## config.mk

```make
export PLATFORM = sky130hd
export DESIGN_NAME = systolic_input_feeder
export DESIGN_NICKNAME = d
export VERILOG_FILES = /design/src/rtl/systolic_input_feeder.sv
export SDC_FILE = /design/constraint.sdc
export NUM_CORES = 1
export LEC_CHECK = 0
export CORE_MARGIN = 3
export CORE_UTILIZATION = 43
export CTS_BUF_LIST = sky130_fd_sc_hd__clkbuf_4 sky130_fd_sc_hd__clkbuf_8
export DETAILED_ROUTE_END_ITERATION = 7
export GPL_TIMING_DRIVEN = 1
export PLACE_DENSITY = 0.64
export SLEW_MARGIN = 40
export SYNTH_ARGS = -nofsm -noshare
export SYNTH_HDL_FRONTEND = slang
export SYNTH_HIERARCHICAL = 1
export SYNTH_SLANG_ARGS = --single-unit
export TNS_END_PERCENT = 30
```

## constraint.sdc

```tcl
create_clock -name clk30x -period 6.9 [get_ports clk30x]
set_input_delay 1.38 -clock clk30x [delete_from_list [all_inputs] [get_ports clk30x]]
set_output_delay 1.38 -clock clk30x [all_outputs]
set_load 0.01 [all_outputs]
```

## src/rtl/systolic_input_feeder.sv

```systemverilog
// Buffers acquisition samples and presents one word per SLOT_CYCLES-cycle slot to the PE chain; optional SYSTOLIC_FEEDER_UNDERRUN_HOLD_EN.
// A word written into an empty FIFO while idle appears one cycle after its write; sample_ready drops only while the FIFO is full.
module systolic_feeder_fifo #(
  parameter int W     = 16,
  parameter int DEPTH = 8,
  parameter int AW    = 3
) (
  input  logic          clk30x,
  input  logic          reset,
  input  logic          push,
  input  logic [W-1:0]  push_dat,
  input  logic          pop,
  output logic [W-1:0]  head_dat,
  output logic [AW:0]   level,
  output logic          full
);
  logic [W-1:0]  mem [DEPTH];
  logic [AW-1:0] wr_ptr;
  logic [AW-1:0] rd_ptr;

  assign head_dat = mem[rd_ptr];
  assign full     = (level == (AW+1)'(DEPTH));

  always_ff @(posedge clk30x) begin
    if (push) mem[wr_ptr] <= push_dat;
  end

  always_ff @(posedge clk30x or posedge reset) begin
    if (reset) begin
      wr_ptr <= '0;
      rd_ptr <= '0;
      level  <= '0;
    end else begin
      if (push) wr_ptr <= wr_ptr + AW'(1);
      if (pop)  rd_ptr <= rd_ptr + AW'(1);
      if (push && !pop)      level <= level + (AW+1)'(1);
      else if (!push && pop) level <= level - (AW+1)'(1);
    end
  end
endmodule

module systolic_input_feeder #(
  parameter int WORDLENGTH  = 16,
  parameter int SLOT_CYCLES = 30,
  parameter int FIFO_DEPTH  = 8,
  parameter int FIFO_AW     = 3
) (
  input  logic                  clk30x,
  input  logic                  reset,
  input  logic [WORDLENGTH-1:0] sample_in,
  input  logic                  sample_valid,
  output logic                  sample_ready,
  input  logic                  run_en,
  output logic [WORDLENGTH-1:0] inputword,
  output logic                  word_strobe,
  output logic [2:0]            word_index,
  output logic [FIFO_AW:0]      fifo_level,
  output logic                  underrun
);
  localparam int CW = (SLOT_CYCLES > 2) ? $clog2(SLOT_CYCLES) : 1;
  localparam logic [CW-1:0] LAST = CW'(SLOT_CYCLES - 1);

  typedef enum logic {IDLE, RUN} state_t;

  state_t                state;
  logic [CW-1:0]         counter;
  logic                  push;
  logic                  pop;
  logic                  fifo_full;
  logic                  fifo_empty;
  logic [WORDLENGTH-1:0] head_dat;

  assign sample_ready = !fifo_full;
  assign push         = sample_valid && sample_ready;
  assign fifo_empty   = (fifo_level == '0);
  assign word_strobe  = (state == RUN) && (counter == '0);

  // Pops happen only at a slot start from idle or at a slot boundary while still enabled.
  always_comb begin
    pop = 1'b0;
    if (run_en && !fifo_empty)
      pop = (state == IDLE) || (counter == LAST);
  end

  systolic_feeder_fifo #(
    .W     (WORDLENGTH),
    .DEPTH (FIFO_DEPTH),
    .AW    (FIFO_AW)
  ) u_fifo (
    .clk30x   (clk30x),
    .reset    (reset),
    .push     (push),
    .push_dat (sample_in),
    .pop      (pop),
    .head_dat (head_dat),
    .level    (fifo_level),
    .full     (fifo_full)
  );

  always_ff @(posedge clk30x or posedge reset) begin
    if (reset) begin
      state      <= IDLE;
      counter    <= '0;
      inputword  <= '0;
      word_index <= '0;
      underrun   <= 1'b0;
    end else begin
      case (state)
        IDLE: begin
          if (run_en && !fifo_empty) begin
            inputword  <= head_dat;
            counter    <= '0;
            word_index <= '0;
            state      <= RUN;
          end
        end
        RUN: begin
          if (counter != LAST) begin
            counter <= counter + CW'(1);
          end else begin
            counter <= '0;
            if (!run_en) begin
              state      <= IDLE;
              word_index <= '0;
            end else begin
              word_index <= word_index + 3'd1;
              if (!fifo_empty) begin
                inputword <= head_dat;
              end else begin
                // Empty slot still advances so every PE stays on the same slot grid.
                underrun <= 1'b1;
`ifdef SYSTOLIC_FEEDER_UNDERRUN_HOLD_EN
                inputword <= inputword;
`else
                inputword <= '0;
`endif
              end
            end
          end
        end
        default: state <= IDLE;
      endcase
    end
  end
endmodule

```

==> metrics.txt, run 1 <==
average routed wire per standard cell 18.93 um; Fin. Hold Viols 0; final instance area 7941 um^2; worst hold path class reg2reg; overall power 0.003080 W; RSZ-0062 raised after global routing no; Setup crit end kind register; CTS Buf Count 17; area grow syn2layout 15.74%; CTS root buf clkbuf_8; share of layout cells above drive strength 1 0.1693; top cells by instance count after synthesis 128 x edfxtp_1, 36 x dfrtp_1, 25 x mux4_1; post-route setup slack 3.169 ns; Min Clock Period, post-route 3.731 ns; Mapped Area 6862 um^2; post-CTS setup buffer count 0; Setup CP Type in2reg; GR Overflow Total 0; Pre-antenna DRT Iters 4; post-synthesis sequential area ratio 0.6915; # placed instances 623; largest family of logic cells by synthesized area multiplexers; Slowest-stage cell, CP clkdlybuf4s50_1; detailed-route DRC error count 0; Synth Flop Type edfxtp_1; # rows 45; CTS Sinks 164; worst-skew pair later-pin latency 0.45 ns; largest net degree at the start of global routing 35; Port Buf Inserts 45; CTS resizes 0; die height 132.3 um; cell with the most instances after synthesis edfxtp_1; crit-path cells clkdlybuf4s50_1 -> o41ai_2 -> a21o_2 -> inv_2 -> inv_1 -> ha_1 -> inv_1 -> ha_1 -> a21oi_1 -> a2111o_1 -> o211ai_1; Max Cap Violations 0; via count 3407; setup TNS 0 ns; pwr/cell area 387.9 nW/um^2; starting DRC count in detailed routing 224; synthesized flop and latch total 164; number of antenna violations at the first check in global routing 0; Tcrit/Tclk final 0.5408; core area 15430 um^2; antenna cells 0; clock-pin transition on the worst setup and hold timing paths 0.08 ns; Final ANT Viol Nets 0; non-filler cells, final 654; simple-gate share of the synthesized area 0.03920; worst-margin pin slew 0.6160 ns; FMAX 268.0 MHz; DIE WIDTH 132.3 um; Max Fanout on Critical Path 17; Relative slew margins 0.5883; Initial Utilization 0.4448; synth warn 6; first-pass GRT wire length 19790 um; CP max stage delay 0.52 ns; GPL Wtd Cong 0.7739; Synth top area share 0.5602; Synth area leaders edfxtp_1 56%, dfrtp_1 13%, mux4_1 9.6%; vias in the first global route 3522; Mapped Nets 405; worst slack at placement 2.448 ns; hold_buf cts 0; Worst VDD drop 0.0001804 V; Fin Clk Skew 0.009474 ns; Synth area leader edfxtp_1; Synth cell types 45; Final Setup Violations 0; Synth Area in XOR/XNOR 0.01021; CTS H-tree depth 4; Slew Viols, Final 0; worst path arrival time 4.10 ns; maximum clock insertion buffer count 2; Compound-Gate Fraction of Synth Area 0.03246; DIE AREA 17510 um^2; Synth Instances 375; Synth Area in Adders 0.01933; Static Leak 2.950 nW; Avg Inst Size Synth 18.30 um^2; Post-Route WL 12380 um; asr flop ratio synth 0.2195; Area after DPL 7564 um^2; vias per cell 5.209; CTS tree built; WP data required 7.27 ns; I/O Pins 46; final net count 461; mux share of post-synthesis cell area 0.1763; GR Util All Layers 0.1494; Final HPWL DP 7794 um; EDFF count, synth 128; startpoint types input port; status finished, final reports clean
## kinds of logic (layout without fill, tap and decap cells)
logic type	after synthesis	in the layout
fa+ha+maj	10	10
compound gates	34	34
mux	69	69
xor+xnor	8	8
simple gates	49	49
buf+inv	41	109
flops	164	164
## worst max-delay path, delay by kind of cell
kind | cells | cell delay, ns
buf+inv | 4 | 0.85
fa+ha+maj | 2 | 0.62
compound gates | 5 | 1.25
## cell usage in the layout (no fill, tap or decap), types with 9 or more instances in the layout
| master | Yosys | final |
|---|---|---|
| mux2i_1 | 17 | 17 |
| mux4_1 | 25 | 25 |
| o21ai_0 | 10 | 10 |
| mux2_2 | 20 | 20 |
| ha_1 | 9 | 9 |
| inv_1 | 23 | 22 |
| clkdlybuf4s50_1 | 0 | 45 |
| dfrtp_1 | 36 | 35 |
| clkbuf_8 | 0 | 17 |
| nand2_1 | 12 | 12 |
| edfxtp_1 | 128 | 128 |
## metal layers
metal | part of all wire | GRT usage
met1 | 0.46 | 0.2020
met2 | 0.48 | 0.2343
met3 | 0.047 | 0.04351
met4 | 0.0070 | 0.05023
met5 | 0 | 0
## flip-flops by register name, indices dropped and copies added, names as in the netlist
register	count
u_fifo/mem	128
inputword	16
counter	5
u_fifo/level	4
u_fifo/rd_ptr	3
u_fifo/wr_ptr	3
word_index	3
state	1
underrun	1
## where the power goes
group | switching (W) | total (W) | internal [W]
Sequential | 0.000142 | 0.00142 | 0.00128
Combinational | 0.000470 | 0.000991 | 0.000521
Clock | 0.000342 | 0.000665 | 0.000323
## worst paths after layout
path / endpoint / cells after the start / slack, ns / start
max: u_fifo/level[3] / 11 / 3.17 / run_en
min: underrun / 1 / 0.46 / underrun
max reg2reg: u_fifo/level[3] / 12 / 3.73 / counter[1]
min reg2reg: underrun / 1 / 0.46 / underrun
max in group asynchronous: inputword[2] / 2 / 5.20 / reset
min in group asynchronous: u_fifo/level[0] / 2 / 1.27 / reset
## per-stage QoR
step | util | hold WS, ns
after detailed placement | 0.4903 | 0.4446
after global placement | 0.4882 | 0.4409
final | 0.5148 | 0.4599
after floorplan | - | 0.4805
after global routing | 0.5148 | 0.5146
after CTS | 0.5146 | 0.4640
## area by class of cell
| cell class | instances | area (um^2) |
|---|---|---|
| clock buffers | 18 | 241.5 |
| clock inverters | 13 | 133.9 |
| fillers | 1262 | 7486 |
| inverters | 24 | 90.09 |
| multi-input cells | 170 | 1941 |
| flip-flops and latches | 164 | 4746 |
| well taps | 211 | 264.0 |
| repair buffers | 54 | 525.5 |
No activity file was read; power rests on OpenSTA's default activity.
==> inputs of run 2 (changes only) <==
clock period = 3.9 ns   (was 6.9 ns; I/O delays follow)
==> run 2 against run 1 <==
Effect of this change: non-clock buffer count increased by 3; register-to-register slack got worse by 2.8 ns; worst hold slack improved by 0.0052 ns; utilization increased by 0.097 points; final area increased by 0.19%; routed wire length increased by 2.0%; sequential power increased by 80%; clock-buffer cell count decreased by 1; clock power increased by 89%; critical endpoint unchanged; largest cell class unchanged; largest power group unchanged.
==> metrics.txt, run 2 (synthesized netlist as in run 1, its figures left out) <==
worst-margin pin slew 0.7546 ns; worst path arrival time 3.29 ns; reg-to-reg endpoint u_fifo/level[3]; Setup crit end kind register; crit path from counter[1]; Pre-antenna DRT Iters 4; FMAX 337.5 MHz; worst hold path class reg2reg; worst slack at placement 0.5781 ns; clock-pin transition on the worst setup and hold timing paths 0.08 ns; Port Buf Inserts 45; maximum clock insertion buffer count 2; RSZ-0062 raised after global routing no; Post-Route WL 12630 um; CTS Buf Count 17; met3 WL post-DR 444 um; r2r worst-path depth 12; CTS H-tree depth 4; post-route met1 wirelength 6031 um; GR Overflow Total 0; WL met2 5997 um; antenna cells 0; Setup CP Type reg2reg; hold_buf cts 0; Largest regs u_fifo/mem (128), inputword (16), counter (5); max reg flops 128; DR top layer met4; crit path capture u_fifo/level[3]; post-route setup slack 0.9370 ns; Slew Viols, Final 0; worst-skew pair later-pin latency 0.45 ns; Fin Clk Skew 0.009914 ns; DIE AREA 17510 um^2; Final Setup Violations 0; DIE WIDTH 132.3 um; share of layout cells above drive strength 1 0.1640; Initial Utilization 0.4448; Worst Hold Slack 0.4651 ns; Biggest register u_fifo/mem; I/O Pins 46; commonest non-fill, non-tap cells in the layout 128 x edfxtp_1, 45 x clkdlybuf4s50_1, 34 x dfrtp_1, 25 x mux4_1, 22 x inv_1; status finished, final reports clean; Relative slew margins 0.4942; pwr/cell area 695.5 nW/um^2; starting DRC count in detailed routing 188; WP data required 4.22 ns; startpoint types register; core area 15430 um^2; CTS tree built; vias in the first global route 3568; Min Clock Period, post-route 2.963 ns; Final ANT Viol Nets 0; CTS Sinks 164; area grow syn2layout 15.96%; Fin. Hold Viols 0; # rows 45; average routed wire per standard cell 19.25 um; final net count 464; die height 132.3 um; detailed-route DRC error count 0; vias per cell 5.252; most common cell after layout, fill and taps aside edfxtp_1; Static Leak 2.959 nW; largest net degree at the start of global routing 35; post-CTS setup buffer count 0; Final HPWL DP 7931 um; number of antenna violations at the first check in global routing 0; GR Util All Layers 0.1547; via count 3445; Worst VDD drop 0.0003600 V; Max Cap Violations 0; Tcrit/Tclk final 0.7598; worst r2r src counter[1]; Max Fanout on Critical Path 26; CTS root buf clkbuf_8; GPL Wtd Cong 0.7541; R2R setup slack 0.94 ns; setup TNS 0 ns; first-pass GRT wire length 20530 um; CTS resizes 0
-- run 2: cell count changes in the layout (fill, tap and decap cells not counted), sizes merged --
cell / change
clkinvlp: +2
buf: +3
bufinv: +2
inv: -3
clkinv: -1
clkbuf: -1
-- run 2: area by class of cell --
class | count | area [um^2]
clock inverters | 13 | 166.4
flip-flops and latches | 164 | 4747
clock buffers | 17 | 234.0
well taps | 211 | 264.0
repair buffers | 57 | 540.5
inverters | 24 | 90.09
fillers | 1277 | 7471
multi-input cells | 170 | 1914
-- run 2: critical path, cell delays in order (launching register included) --
cell	delay, ns
dfrtp_1	0.42
inv_1	0.09
ha_1	0.19
nand4_4	0.33
a21o_1	0.31
inv_2	0.10
inv_1	0.05
ha_1	0.23
inv_1	0.16
ha_1	0.32
or4_1	0.43
nand3_1	0.12
o211ai_1	0.09
-- run 2: worst min-delay path by stage --
stage,from,end,cells after the start
global placement,underrun,underrun,1
CTS,underrun,underrun,1
finish,underrun,underrun,1
detailed placement,underrun,underrun,1
floorplan,u_fifo/wr_ptr[0],u_fifo/wr_ptr[0],1
global route,underrun,underrun,1
-- run 2: where the power goes --
part | internal, W | switching (W) | total [W]
sequential | 0.00227 | 0.000286 | 0.00255
clock | 0.000677 | 0.000581 | 0.00126
combinational | 0.000921 | 0.000802 | 0.00172
total | 0.00387 | 0.00167 | 0.00553
-- run 2: metrics by stage --
stage,power [W],instance area (um^2),util,instances
5_1_grt,0.005858,7956,0.5157,656
4_1_cts,0.005592,7956,0.5157,656
2_1_floorplan,0.003686,6862,-,375
3_5_place_dp,0.004337,7556,0.4898,626
3_3_place_gp,0.004265,7553,0.4896,626
6_report,0.005534,7956,0.5157,656
-- run 2: metal layers --
metal | vias up | GRT usage
met5 | - | 0
met4 | 0 | 0.04677
met2 | 69 | 0.2439
met1 | 1776 | 0.2115
met3 | 14 | 0.04351
li1 | 1586 | -
==> inputs of run 3 (changes only) <==
clock period = 2.77 ns   (was 3.9 ns; I/O delays follow)
==> run 3 against run 2 <==
Effect of this change: worst hold slack worse by 0.034 ns; largest cell class unchanged; utilization rose by 0.32 points; sequential power up 38%; critical path depth is 9 lower; via count shrank 1.6%; die area did not move.
==> metrics.txt, run 3 (synthesized netlist as in run 1, its figures left out) <==
FMAX 395.8 MHz; # rows 45; CTS Sinks 164; vias per cell 5.082; Setup crit end kind primary output; WP data required 2.22 ns; worst path arrival time 1.97 ns; Worst VDD drop 0.0003582 V; most common cell after layout, fill and taps aside edfxtp_1; worst-skew pair later-pin latency 0.45 ns; Max Cap Violations 0; Relative slew margins 0.6481; DIE WIDTH 132.3 um; GPL Wtd Cong 0.7935; Initial Utilization 0.4448; post-CTS setup buffer count 0; commonest non-fill, non-tap cells in the layout 128 x edfxtp_1, 45 x clkdlybuf4s50_1, 36 x dfrtp_1, 25 x mux4_1, 23 x inv_1; worst r2r src counter[1]; I/O Pins 46; setup TNS 0 ns; hold_buf cts 0; Port Buf Inserts 45; core area 15430 um^2; CTS H-tree depth 4; Static Leak 3.008 nW; GRT busiest layer met2; Biggest register u_fifo/mem; worst hold path class in2async; antenna cells 0; max reg flops 128; Slew Viols, Final 0; CTS Buf Count 17; GR Overflow Total 0; Post-Route WL 12300 um; R2R setup slack 0.24 ns; reg-to-reg endpoint u_fifo/level[3]; Largest regs u_fifo/mem (128), inputword (16), counter (5); CTS root buf clkbuf_8; RSZ-0062 raised after global routing no; number of antenna violations at the first check in global routing 0; M2 GR Usage 0.2385; status finished, final reports clean; Setup CP Type reg2out; die height 132.3 um; met1 Use GR 0.2051; # placed instances 635; via count 3390; Fin. Hold Viols 0; Fin Clk Skew 0.01336 ns; starting DRC count in detailed routing 195; r2r worst-path depth 12; Pre-antenna DRT Iters 6; maximum clock insertion buffer count 2; startpoint types register; GR Util All Layers 0.1508; Final Setup Violations 0; GR Util met3 0.04313; area grow syn2layout 16.67%; DIE AREA 17510 um^2; vias in the first global route 3563; largest net degree at the start of global routing 35; Final ANT Viol Nets 0; Tcrit/Tclk final 0.9121; first-pass GRT wire length 20010 um; CTS tree built; overall power 0.007660 W; pwr/cell area 956.8 nW/um^2; Max Fanout on Critical Path 8; average routed wire per standard cell 18.44 um; detailed-route DRC error count 0; final net count 473; Min Clock Period, post-route 2.527 ns; CTS resizes 0; non-filler cells, final 667; clock-pin transition on the worst setup and hold timing paths 0.09 ns; Worst Hold Slack 0.4311 ns; worst-margin pin slew 0.5266 ns; share of layout cells above drive strength 1 0.1820; Final HPWL DP 7509 um
-- run 3: per-stage QoR --
stage	setup slack, ns	utilization	instance area (um^2)
4_1_cts	0.1665	0.5189	8005
3_5_place_dp	-0.04082	0.4948	7634
2_1_floorplan	0.02038	-	6862
6_report	0.2434	0.5189	8005
5_1_grt	0.02163	0.5189	8005
3_3_place_gp	0.08717	0.4948	7634
-- run 3: report_power, final --
group	total [W]	switching, W	internal, W	leakage [nW]
clock	0.00162	0.000837	0.000788	0.188
combinational	0.00251	0.00116	0.00134	1.22
sequential	0.00353	0.000336	0.00319	1.60
total	0.00766	0.00234	0.00532	3.01
-- run 3: critical path: stages (launching register included) --
cell and delay [ns]:
dfrtp_1 0.50, nor4b_1 0.46, inv_1 0.08, clkdlybuf4s50_1 0.49
-- run 3: final cells by class --
cell class,instances,area (um^2)
Inverter,24,90.09
Multi-Input combinational cell,170,1914
Fill cell,1255,7422
Sequential cell,164,4745
Tap cell,211,264.0
Clock buffer,17,234.0
Timing Repair Buffer,66,620.6
Clock inverter,15,137.6
-- run 3: worst max-delay path by stage --
stage                          from               to  cells after the start  slack, ns
floorplan           u_fifo/level[0]  u_fifo/level[3]                     12       0.02
global placement             run_en  u_fifo/level[3]                     11       0.09
detailed placement           run_en  u_fifo/level[3]                     11      -0.04
CTS                 u_fifo/level[0]     sample_ready                      3       0.17
global route        u_fifo/level[0]  u_fifo/level[3]                      8       0.02
finish              u_fifo/level[0]     sample_ready                      3       0.24
-- run 3: layer usage --
layer  wire [um]  vias up
met1        5806     1709
met5           0        -
met3         483        6
li1            -     1608
met4         102        0
met2        5909       67
